===== config.mk =====
export PLATFORM = sky130hd
export DESIGN_NAME = fetch_queue
export DESIGN_NICKNAME = d
export VERILOG_FILES = /design/src/rtl/fetch_queue.sv
export SDC_FILE = /design/constraint.sdc
export NUM_CORES = 1
export LEC_CHECK = 0
export CORE_ASPECT_RATIO = 1.4
export CORE_MARGIN = 10
export CORE_UTILIZATION = 31
export CTS_CLUSTER_DIAMETER = 40
export DETAILED_ROUTE_END_ITERATION = 6
export GPL_TIMING_DRIVEN = 0
export SLEW_MARGIN = 5
export SYNTH_ARGS = -nofsm -noshare
export SYNTH_HDL_FRONTEND = slang
export SYNTH_SLANG_ARGS = --single-unit

===== constraint.sdc =====
create_clock -name clk -period 4.2 [get_ports clk]
set_input_delay 0.42 -clock clk [delete_from_list [all_inputs] [get_ports clk]]
set_output_delay 0.42 -clock clk [all_outputs]
set_load 0.01 [all_outputs]

===== src/rtl/fetch_queue.sv =====
// fetch_queue: converts the word-addressed PC stream into instruction-memory
// read requests and buffers the in-order responses for decode.
// Each FIFO slot is reserved when its request is accepted. The slot then
// fills when the matching response returns. A branch redirect flushes every
// slot and discards the responses that are still in flight.
// Optional build macro FETCH_BYPASS_EN: a response that targets the unfilled
// head slot is forwarded to decode in the same cycle it arrives.
module fetch_queue #(
  parameter int DATA_WIDTH = 32,
  parameter int ADDR_WIDTH = 32,
  parameter int DEPTH      = 2
) (
  input  logic                  clk,
  input  logic                  rst_n,
  input  logic [ADDR_WIDTH-1:0] pc,
  input  logic                  redirect,
  output logic                  fetch_stall,
  output logic                  imem_req_valid,
  input  logic                  imem_req_ready,
  output logic [ADDR_WIDTH-1:0] imem_req_addr,
  input  logic                  imem_resp_valid,
  input  logic [DATA_WIDTH-1:0] imem_resp_data,
  output logic                  id_valid,
  input  logic                  id_ready,
  output logic [DATA_WIDTH-1:0] id_inst,
  output logic [ADDR_WIDTH-1:0] id_pc
);

  localparam int PTR_W  = $clog2(DEPTH);
  localparam int CNT_W  = PTR_W + 1;
  // Requests for the new path can issue while older reads are still being
  // dropped. Two extra bits give headroom for back-to-back redirects against
  // a slow memory.
  localparam int DROP_W = PTR_W + 3;

  // Slot storage.
  logic [ADDR_WIDTH-1:0] pc_mem   [DEPTH];
  logic [DATA_WIDTH-1:0] inst_mem [DEPTH];
  logic [DEPTH-1:0]      filled;

  // head_ptr: oldest reserved slot.
  // tail_ptr: next slot to reserve.
  // fill_ptr: oldest reserved slot that is still waiting for its response.
  logic [PTR_W-1:0]  head_ptr;
  logic [PTR_W-1:0]  tail_ptr;
  logic [PTR_W-1:0]  fill_ptr;
  logic [CNT_W-1:0]  count;     // reserved slots, 0..DEPTH
  logic [CNT_W-1:0]  out_cnt;   // live requests still awaiting a response
  logic [DROP_W-1:0] drop_cnt;  // in-flight responses to discard after a flush
  logic              active;    // low during reset and the first cycle after it

  logic              req_fire;
  logic              id_fire;
  logic              resp_accept;
  logic [DROP_W-1:0] drop_total;
  logic [DROP_W-1:0] drop_flush;

  // Hold request issue off until the first clock after reset is released.
  always_ff @(posedge clk or negedge rst_n) begin
    // NOTE: sequential state is written with <= so every flop samples the
    // pre-edge values, independent of statement or block order.
    if (!rst_n) active <= 1'b0;
    else        active <= 1'b1;
  end

  // Response acceptance, flush drop count, and the decode-side view of the head slot.
  always_comb begin
    // NOTE: every output of this block gets a default first, so no path
    // leaves a variable unassigned and no latch is inferred.
    resp_accept = imem_resp_valid && (drop_cnt == '0) && (out_cnt != '0) && !redirect;
    drop_total  = drop_cnt + DROP_W'(out_cnt);
    drop_flush  = drop_total;
    if (imem_resp_valid && (drop_total != '0)) drop_flush = drop_total - DROP_W'(1);
`ifdef FETCH_BYPASS_EN
    id_valid = filled[head_ptr];
    id_inst  = inst_mem[head_ptr];
    if (resp_accept && (count != '0) && (fill_ptr == head_ptr) && !filled[head_ptr]) begin
      id_valid = 1'b1;
      id_inst  = imem_resp_data;
    end
`else
    id_valid = filled[head_ptr];
    id_inst  = inst_mem[head_ptr];
`endif
    id_pc = pc_mem[head_ptr];
  end

  // Request handshake and the fetch-stage stall.
  always_comb begin
    id_fire        = id_valid && id_ready;
    imem_req_valid = active && !redirect && ((count < CNT_W'(DEPTH)) || id_fire);
    imem_req_addr  = pc;
    req_fire       = imem_req_valid && imem_req_ready;
    fetch_stall    = !active || (!req_fire && !redirect);
  end

  // Slot contents. Later statements win when they touch the same slot.
  always_ff @(posedge clk or negedge rst_n) begin
    // NOTE: the slot arrays are reset because they are only DEPTH entries
    // deep and id_inst/id_pc must read 0 straight out of reset. A deep
    // buffer would normally be left unreset.
    if (!rst_n) begin
      filled <= '0;
      for (int i = 0; i < DEPTH; i++) begin
        pc_mem[i]   <= '0;
        inst_mem[i] <= '0;
      end
    end else if (redirect) begin
      filled <= '0;
    end else begin
      if (resp_accept) begin
        inst_mem[fill_ptr] <= imem_resp_data;
        filled[fill_ptr]   <= 1'b1;
      end
      // A bypassed head is freed here even though the response filled it above.
      if (id_fire) filled[head_ptr] <= 1'b0;
      if (req_fire) begin
        pc_mem[tail_ptr] <= pc;
        filled[tail_ptr] <= 1'b0;
      end
    end
  end

  // Pointers, occupancy, and the outstanding and drop counters.
  always_ff @(posedge clk or negedge rst_n) begin
    if (!rst_n) begin
      head_ptr <= '0;
      tail_ptr <= '0;
      fill_ptr <= '0;
      count    <= '0;
      out_cnt  <= '0;
      drop_cnt <= '0;
    end else if (redirect) begin
      head_ptr <= '0;
      tail_ptr <= '0;
      fill_ptr <= '0;
      count    <= '0;
      out_cnt  <= '0;
      drop_cnt <= drop_flush;
    end else begin
      if (id_fire)     head_ptr <= head_ptr + PTR_W'(1);
      if (req_fire)    tail_ptr <= tail_ptr + PTR_W'(1);
      if (resp_accept) fill_ptr <= fill_ptr + PTR_W'(1);
      count   <= count + CNT_W'(req_fire) - CNT_W'(id_fire);
      out_cnt <= out_cnt + CNT_W'(req_fire) - CNT_W'(resp_accept);
      if (imem_resp_valid && (drop_cnt != '0)) drop_cnt <= drop_cnt - DROP_W'(1);
    end
  end

endmodule

==> summary.md <==
| Metric | Value |
|---|---|
| WL met1 | between 6 and 7 mm |
| Slew HR | a little under three fifths |
| Final worst path period share | a little over four fifths |
| H-tree Lvls | 4 |
| Clock skew | 10.2 ps |
| # fillers | ~2,000 |
| Crit path DAT | roughly 3100 ps |
| Cell Pwr Density | 432 nW/um2 |
| Top layer in use | met4 |
| Switching power | between 0.001 and 0.0015 W |
| CTS tree | done |
| Minimum clock period | about 3500 ps |
| Ant diodes | 0 |
| Cells after Synth | a little under 500 |
| Detail Route met3 WL | roughly 690 um |
| Final hold viol count | 0 |
| Buffers from clock root to sink, at most | 2 |
| Initial antenna violation count | 0 |
| Worst Path Max Fanout | 10 |
| Seq cells post-synth | about 140 |
| ANT nets after route | 0 |
| Max-slew violations | 0 |
| Unrepaired setup endpoints after global routing | no |
| Grt ovf | 0 |
| IO Pins | around 170 |
| Startpoint Class | register |
| Inserted Clock Buffers | 17 |
| Final Setup Violations | 0 |
| Core footprint | approximately 22,000 um2 |
| CTS Sinks | 142 |
| Actual transition at the worst max-transition pin | 647 ps |
| Clock transition at path regs | 60 ps |
| Post-synth EDFFs | 0 |
| Synth warnings | 0 |
| Share of layout cells above drive strength 1 | 33.9% |
| Root Buffer | clkbuf_16 |
| Max VDD drop | 261 uV |
| Vias per cell | 4.61 |
| Vias in the first global route | ~5,000 |
| Outcome | finished clean |
| Drt pass-1 iters | 4 |
| Clock power frac | around 36% |
| Finished Core Util | ~44% |
| Drt wl/cell | about 18 um |
| Placer Congestion | between 0.7 and 0.8 |
| Gate power share | about a quarter |
| Placed cells | roughly 950 |
| Max Cap Violations | 0 |
| Post-DP HPWL | 13.2 mm |
| Core Rows | between 60 and 70 |
| Port buffer count | 168 |
| Crit path capture type | primary output |
| Post-CTS setup buffer count | 0 |
| Via count | ~4,500 |
| Sequential fraction of the synthesis area | between 50 and 60% |
| Post-Syn Nets | approximately 570 |
| Die Y-Extent | 197 um |
| Area Overhead vs Synth | 38.6% |
| Horiz. Die Dim | 146 um |
| Switching Share | 27.3% |
| Synthesized area per cell | 14.2 um2 |
| WL met2 | 9.95 mm |
| Leakage | around 4.4 nW |
| Nets | ~750 |
| CP Class | reg2out |
| Setup ws final | between 600 and 700 ps |
| Post-synthesis cell area | 6910 um2 |
| Starting Density | 31.5% |
| Sequential power share | between 40% and 50% |
| DRT iter0 DRCs | 168 |
| Die ar. | 28,700 um2 |
| Setup slack at placement | roughly 1000 ps |
| Global-route wire length before repair | ~28 mm |
| Internal | roughly 0.003 W |
| Max Clock Freq | 0.284 GHz |
| Worst skew pair latency | 420 ps |
| Synth cell types | 46 |
| Min-delay worst type | reg2reg |
| Async SR Flop Fraction | 100% |
| Dominant synthesized flop cell | dfrtp_1 |
| Non-filler cells, final | 984 |
| Largest net degree at the start of global routing | between 70 and 80 |
| Remaining DRCs | 0 |
| GRT Util Overall | 12.3% |
| Crit path required time | ~3800 ps |
| WL final | 17.6 mm |
==> layer usage <==
layer  GRT usage [%]  vias up
met5               0        -
met4            4.16        0
met3            3.09       14
met2            23.1      113
met1            13.1     2322
li1                -     2089
==> repair_timing <==
item	4_1_cts	5_1_grt
hold buffers	1	0
endpoints found under the setup margin	0	0
gates resized for setup	0	0
hold endpoints to repair	1	0
==> final timing paths <==
| check | end | startpoint | slack (ps) | cells after the start |
|---|---|---|---|---|
| min in group asynchronous | inst_mem[35] | rst_n | 550 | 2 |
| min | inst_mem[39] | inst_mem[39] | 480 | 1 |
| min reg2reg | inst_mem[39] | inst_mem[39] | 480 | 1 |
| max reg2reg | pc_mem[53] | head_ptr | 1660 | 6 |
| max in group asynchronous | pc_mem[50] | rst_n | 2840 | 3 |
| max | id_pc[27] | head_ptr | 670 | 5 |
==> critical path, stage by stage (launching register included) <==
cell	delay, ps
dfrtp_1	320
clkbuf_1	310
clkbuf_1	550
clkbuf_1	560
mux2_2	410
clkdlybuf4s50_1	540
==> power groups by stage <==
stage                     registers (W)  clock network [W]  logic (W)
final                           0.00170            0.00147   0.000967
after floorplan                 0.00168                  0   0.000511
after global routing            0.00173            0.00158    0.00105
after CTS                       0.00170            0.00151   0.000987
after global placement          0.00170                  0   0.000943
after detailed placement        0.00172                  0   0.000980
==> synth_stat cells, drive strengths merged (4+ instances only) <==
| cell | n | area, um2 |
|---|---|---|
| clkbuf | 4 | 15.0 |
| nor2 | 4 | 15.0 |
| mux2 | 194 | 2300 |
| ha | 9 | 113 |
| nand2 | 6 | 22.5 |
| buf | 52 | 398 |
| inv | 11 | 41.3 |
| and3 | 4 | 25.0 |
| a21oi | 4 | 20.0 |
| o21ai | 11 | 55.1 |
| a31oi | 4 | 25.0 |
| dfrtp | 142 | 3550 |
==> cell type report <==
class / instances / area, um2 / share of cell area [%]
sequential: 142 / 3550 / 37.1
multi-input combinational: 276 / 2900 / 30.3
timing repair buffer: 170 / 1720 / 18.0
clock buffer: 19 / 443 / 4.63
buffer: 56 / 413 / 4.31
tap: 297 / 372 / 3.88
clock inverter: 13 / 129 / 1.35
inverter: 11 / 41.3 / 0.431
==> through the flow <==
step                power [W]  hold WS, ps  TNS (ps)  area (um2)
finish                0.00413          481         0        9570
global route          0.00435          495         0        9570
CTS                   0.00420          484         0        9570
detailed placement    0.00270          449         0        8990
global placement      0.00265          463   -400010        8960
floorplan             0.00219          124         0        6910
==> cell usage in the layout, fill, tap and decap left out, types with 2 or more instances in the layout <==
cell type | netlist | final
or4_1 | 2 | 2
buf_4 | 32 | 32
a31oi_1 | 4 | 4
inv_6 | 0 | 5
clkbuf_1 | 4 | 5
clkbuf_16 | 0 | 17
a21oi_1 | 4 | 4
nor2b_1 | 3 | 3
clkdlybuf4s50_1 | 0 | 167
dfrtp_1 | 142 | 142
ha_1 | 9 | 9
clkinv_2 | 0 | 2
buf_1 | 5 | 5
nand4_1 | 2 | 2
buf_12 | 3 | 3
mux2_4 | 30 | 30
nand3_1 | 3 | 3
nor3_1 | 3 | 3
inv_1 | 11 | 11
xor2_1 | 3 | 3
buf_2 | 9 | 9
buf_6 | 3 | 4
o21ai_1 | 3 | 3
nand2_1 | 6 | 6
and3_1 | 4 | 4
mux2_2 | 118 | 118
clkinv_4 | 0 | 3
nor2_1 | 4 | 4
mux2_1 | 46 | 46
o21ai_0 | 8 | 8
nand4b_1 | 2 | 2
xnor2_1 | 3 | 3
==> sequential cells by signal, indices dropped and copies added (netlist names) <==
signal and cells:
inst_mem 64, active 1, fill_ptr 1, count 2
pc_mem 64, tail_ptr 1, drop_cnt 4, out_cnt 2
head_ptr 1, filled 2
==> kinds of logic (layout without fill, tap and decap cells) <==
family          count (synthesis)  after routing  synth area share (%)
other cells                     1              1                0.0543
compound gates                 27             27                  2.45
buf+inv                        67            269                  6.57
mux                           195            195                  33.4
flops                         142            142                  51.4
simple gates                   37             37                  3.41
fa+ha+maj                      10             10                  1.92
xor+xnor                        6              6                 0.761
Note: power is estimated with default switching activity, not from simulation.
